--- config.mk ---
export PLATFORM = sky130hd
export DESIGN_NAME = spi_rx_pingpong_ctrl
export DESIGN_NICKNAME = d
export VERILOG_FILES = /design/src/rtl/spi_rx_pingpong_ctrl.sv
export SDC_FILE = /design/constraint.sdc
export NUM_CORES = 1
export LEC_CHECK = 0
export ABC_AREA = 1
export BUFFER_PORTS_ARGS = -buffer_cell sky130_fd_sc_hd__buf_2
export CORE_ASPECT_RATIO = 2
export CORE_UTILIZATION = 38
export DETAILED_ROUTE_END_ITERATION = 8
export HOLD_SLACK_MARGIN = 0.02
export PLACE_DENSITY_LB_ADDON = 0.3
export SLEW_MARGIN = 20
export SYNTH_ARGS = -nofsm -noshare
export SYNTH_HDL_FRONTEND = slang
export SYNTH_SLANG_ARGS = --single-unit
--- constraint.sdc ---
create_clock -name clk -period 1.25 [get_ports clk]
set_input_delay 0.25 -clock clk [delete_from_list [all_inputs] [get_ports clk]]
set_output_delay 0.25 -clock clk [all_outputs]
set_load 0.005 [all_outputs]
--- src/rtl/spi_rx_pingpong_ctrl.sv ---
// Ping-pong controller for two SPI word buffers: one bank fills from the SPI
// receiver while the other drains to the processor; roles swap once both sides finish.
module spi_rx_pingpong_ctrl #(
  parameter int DATA_WIDTH = 32,
  parameter int BUF_SIZE   = 10,
  localparam int CNT_WIDTH = $clog2(BUF_SIZE + 1)
) (
  input  logic                  clk,
  input  logic                  rst,
  input  logic                  spi_valid,
  input  logic [DATA_WIDTH-1:0] spi_data,
  input  logic                  spi_frame_end,
  input  logic                  pu_oe,
  input  logic                  pu_cycle_end,
  output logic [DATA_WIDTH-1:0] pu_data,
  output logic                  pu_data_valid,
  output logic [CNT_WIDTH-1:0]  rx_count,
  output logic [1:0]            buf_rst,
  output logic [1:0]            buf_wr,
  output logic [1:0]            buf_oe,
  output logic [DATA_WIDTH-1:0] buf_data_in,
  input  logic [DATA_WIDTH-1:0] buf0_data_out,
  input  logic [DATA_WIDTH-1:0] buf1_data_out,
  output logic                  bank_sel,
  output logic                  overflow,
  output logic                  underflow
);

  typedef enum logic [1:0] {RUN, WAIT_PU, WAIT_SPI, SWAP} state_e;

  localparam logic [CNT_WIDTH-1:0] FULL = CNT_WIDTH'(BUF_SIZE);

  state_e                state_q, state_d;
  logic                  bank_sel_q, bank_sel_d;
  logic [CNT_WIDTH-1:0]  wr_cnt_q, wr_cnt_d;
  logic [CNT_WIDTH-1:0]  rx_cnt_q, rx_cnt_d;
  logic                  pu_valid_q, pu_valid_d;
  logic                  ovf_q, ovf_d;
  logic                  udf_q, udf_d;
  logic                  skid_valid_q, skid_valid_d;
  logic [DATA_WIDTH-1:0] skid_data_q, skid_data_d;

  always_ff @(posedge clk) begin
    if (rst) begin
      state_q      <= RUN;
      bank_sel_q   <= 1'b0;
      wr_cnt_q     <= '0;
      rx_cnt_q     <= '0;
      pu_valid_q   <= 1'b0;
      ovf_q        <= 1'b0;
      udf_q        <= 1'b0;
      skid_valid_q <= 1'b0;
      skid_data_q  <= '0;
    end else begin
      state_q      <= state_d;
      bank_sel_q   <= bank_sel_d;
      wr_cnt_q     <= wr_cnt_d;
      rx_cnt_q     <= rx_cnt_d;
      pu_valid_q   <= pu_valid_d;
      ovf_q        <= ovf_d;
      udf_q        <= udf_d;
      skid_valid_q <= skid_valid_d;
      skid_data_q  <= skid_data_d;
    end
  end

  always_comb begin
    state_d = state_q;
    unique case (state_q)
      RUN: begin
        if (spi_frame_end && pu_cycle_end) state_d = SWAP;
        else if (spi_frame_end)            state_d = WAIT_PU;
        else if (pu_cycle_end)             state_d = WAIT_SPI;
      end
      WAIT_PU:  if (pu_cycle_end)  state_d = SWAP;
      WAIT_SPI: if (spi_frame_end) state_d = SWAP;
      SWAP:     state_d = RUN;
      default:  state_d = RUN;
    endcase
  end

  always_comb begin
    bank_sel_d   = bank_sel_q;
    wr_cnt_d     = wr_cnt_q;
    rx_cnt_d     = rx_cnt_q;
    pu_valid_d   = 1'b0;
    ovf_d        = ovf_q;
    udf_d        = udf_q;
    skid_valid_d = skid_valid_q;
    skid_data_d  = skid_data_q;
    buf_rst      = 2'b00;
    buf_wr       = 2'b00;
    buf_oe       = 2'b00;
    buf_data_in  = skid_valid_q ? skid_data_q : spi_data;

    if (state_q == SWAP) begin
      buf_rst      = 2'b11;
      bank_sel_d   = ~bank_sel_q;
      rx_cnt_d     = wr_cnt_q;
      wr_cnt_d     = '0;
      skid_valid_d = spi_valid;
      skid_data_d  = spi_data;
    end else begin
      // A pending skid word goes first; a word arriving alongside it waits one cycle.
      skid_valid_d = skid_valid_q && spi_valid;
      if (skid_valid_q && spi_valid) skid_data_d = spi_data;
      if (skid_valid_q || spi_valid) begin
        if (wr_cnt_q < FULL) begin
          buf_wr   = bank_sel_q ? 2'b10 : 2'b01;
          wr_cnt_d = wr_cnt_q + CNT_WIDTH'(1);
        end else begin
          ovf_d = 1'b1;
        end
      end
      if (pu_oe) begin
        if (rx_cnt_q != '0) begin
          buf_oe     = bank_sel_q ? 2'b01 : 2'b10;
          rx_cnt_d   = rx_cnt_q - CNT_WIDTH'(1);
          pu_valid_d = 1'b1;
        end else begin
          udf_d = 1'b1;
        end
      end
    end

    if (rst) begin
      buf_rst = 2'b11;
      buf_wr  = 2'b00;
      buf_oe  = 2'b00;
    end
  end

  assign pu_data       = bank_sel_q ? buf0_data_out : buf1_data_out;
  assign pu_data_valid = pu_valid_q;
  assign rx_count      = rx_cnt_q;
  assign bank_sel      = bank_sel_q;
  assign overflow      = ovf_q;
  assign underflow     = udf_q;

endmodule

==> results.cfg <==
[critical_path]
crit_start = rx_count[0]
reg2reg_from = skid_valid_q
crit_end = buf_oe[1]
r2r-end = skid_data_q[23]
path_max_fanout = 3
crit_arrival_ns = 1.33
critPathKind = reg -> out
endpoint_kind = output pin
rrSetupSlack_ns = -0.28
crit_required_ns = 1.00
critPathLaunchType = register
r2r_cells = 8

[clock_network]
path_clk_slew_ns = 0.07
cts_max_level = 2
clk_latency_ns = 0.29
cts_buffers = 5
cts-root-buf = clkbuf_16
cts.sinks = 47
cts.path.max_buffers = 2
cts_tree = yes
postCtsHoldBufs = 0

[floorplanning]
initial_core_util = 0.393
coreArea_sq_um = 6940
die_w_microns = 61.9
ios = 180
die_area_sq_um = 7530
row_count = 43
die_h_microns = 122

[timing]
rsz0062_at_grt = true
clock.fmax_mhz = 633
drv_slew = 0
hold_viol = 0
fin_crit_ns = 1.58
setup_viol = 105
slew_headroom = 0.848
tightest_slew_ns = 0.228
skew_ns = 0.00833
fin_crit_sh = 1.26
worst_slack_ns = -0.329

[power_and_ir_drop]
power_density_nw_per_um2 = 1620
irDropWorstVdd_mv = 1.01
leakagePower_nw = 2.69

[route]
num_vias = 3998
antenna_left = 0
post_drt_via_cell_ratio = 5.32
first_pass_iters = 5
wl_microns = 12600
wl_per_cell_microns = 16.8
dr.first_iter.drc_count = 269
drc = 0

[finish]
area_growth_pct = 104
nNetsFinal = 770
num_antenna_cells = 0
final_cell_mix = buf_2, nand2_1, o21ai_2, nand2_2, dfxtp_1
final_common_cell = buf_2
drive_above_1_share = 0.664
design_area_sq_um = 5550
fillers = 423

[yosys]
synthArstFlopShare = 0
postSynthAreaPerCell_sq_um = 6.21
synth_seq_cells = 47
yosysUniqueCellTypes = 25
synthCells = 439
yosys_warnings = 0
synth-edff-count = 0
ys.flop_type = dfxtp_1
ys_seq_area_frac = 0.345
syn_nets = 548
synth.cell_area_sq_um = 2730

[run_status]
outcome = finished with violations
violations = setup timing

[global_route]
first_global_vias = 3593
grt_antenna_before_repair = 0
grt_pass1_wl_microns = 15800
grtUsageTotal = 0.281
grt_max_degree = 30
grt_overflow = 0

[placement]
dp_hpwl_microns = 6390
placed_cell_area_sq_um = 3900
gp_congestion = 0.925
dpl_worst_slack_ns = -0.171
io_buffers = 179

[worst_hold_path]
hold_class = in -> reg

[flow_run]
max-cap-violations = 0
==> synth_stat cells (3+ instances only) <==
master	instances	area [sq um]
dfxtp_1	47	941
clkbuf_1	5	18.8
inv_2	4	15.0
buf_2	14	70.1
nand3_1	5	25.0
inv_1	46	173
a21oi_1	42	210
nor2_1	15	56.3
nand2_1	164	616
o21ai_1	7	35.0
buf_4	3	22.5
ha_1	7	87.6
o21ai_0	62	310
buf_6	3	33.8
==> power by group <==
group | total [mW] | switching (mW) | internal, mW | leakage [nW]
logic | 5.41 | 2.71 | 2.70 | 2.23
registers | 2.24 | 0.340 | 1.91 | 0.386
clock network | 1.35 | 0.565 | 0.782 | 0.0727
total | 9.01 | 3.62 | 5.39 | 2.69
==> area by class of cell <==
type	instances	area [sq um]	area share
clock inverters	1	5.00	0.000902
multi-input cells	316	2220	0.401
flip-flops and latches	47	951	0.171
inverters	51	224	0.0404
well taps	90	113	0.0203
clock buffers	6	139	0.0250
repair buffers	240	1890	0.341
==> worst max-delay path, cell delays in order, from the launching register on <==
cell and delay, ns:
dfxtp_2 0.34, inv_2 0.05, ha_4 0.16, nand2_4 0.07
nand2_4 0.07, nor3_2 0.20, buf_2 0.15
==> stage by stage <==
step	TNS, ns	power [mW]	hold WS (ns)	std cells	utilization
after floorplan	-0.0141	3.73	0.319	439	-
final	-20.97	9.01	0.234	751	0.800
after global routing	-25.72	9.50	0.237	751	0.800
after CTS	-17.56	8.10	0.217	746	0.721
after detailed placement	-2.13	5.11	0.442	711	0.562
after global placement	-0.969	5.01	0.439	711	0.562
==> worst min-delay path by stage <==
stage                       from              end  cells after the start
CTS                 spi_data[17]  skid_data_q[17]                      3
detailed placement      overflow         overflow                      2
global placement        overflow         overflow                      2
finish                       rst     skid_valid_q                      2
floorplan                    rst      rx_count[1]                      1
global route                 rst     skid_valid_q                      2
==> registers in the layout, indices dropped and copies added, names as in the netlist <==
name	count
wr_cnt_q	4
pu_data_valid	1
underflow	1
skid_valid_q	1
rx_count	4
bank_sel	1
state_q	2
overflow	1
skid_data_q	32
==> logic make-up (layout without fill, tap and decap cells) <==
kind of cell             count (synthesis)  in the layout  share of synthesized area
flip-flops                              47             47                      0.345
AND/OR/NAND/NOR                        194            194                      0.282
XOR/XNOR                                 1              1                    0.00321
adder cells (fa/ha/maj)                  7              7                     0.0321
buffers and inverters                   76            298                      0.124
AO/OA/AOI/OAI                          114            114                      0.213
==> metal layers <==
layer,GRT usage,up-vias,part of all wire
met5,0,-,0
met4,0.117,0,0.044
met3,0.0499,63,0.067
met2,0.570,264,0.58
met1,0.244,1836,0.31
li1,-,1835,-
==> repair_timing <==
| item | CTS | global route |
|---|---|---|
| setup buffers | 15 | 6 |
| gates resized for setup | 219 | 123 |
| cloned | 14 | 5 |
| setup endpoints to repair | 109 | 110 |
| pin swaps | 63 | 24 |
| endpoints found under the hold margin | 0 | 0 |
Note: power is estimated with default switching activity, not from simulation.
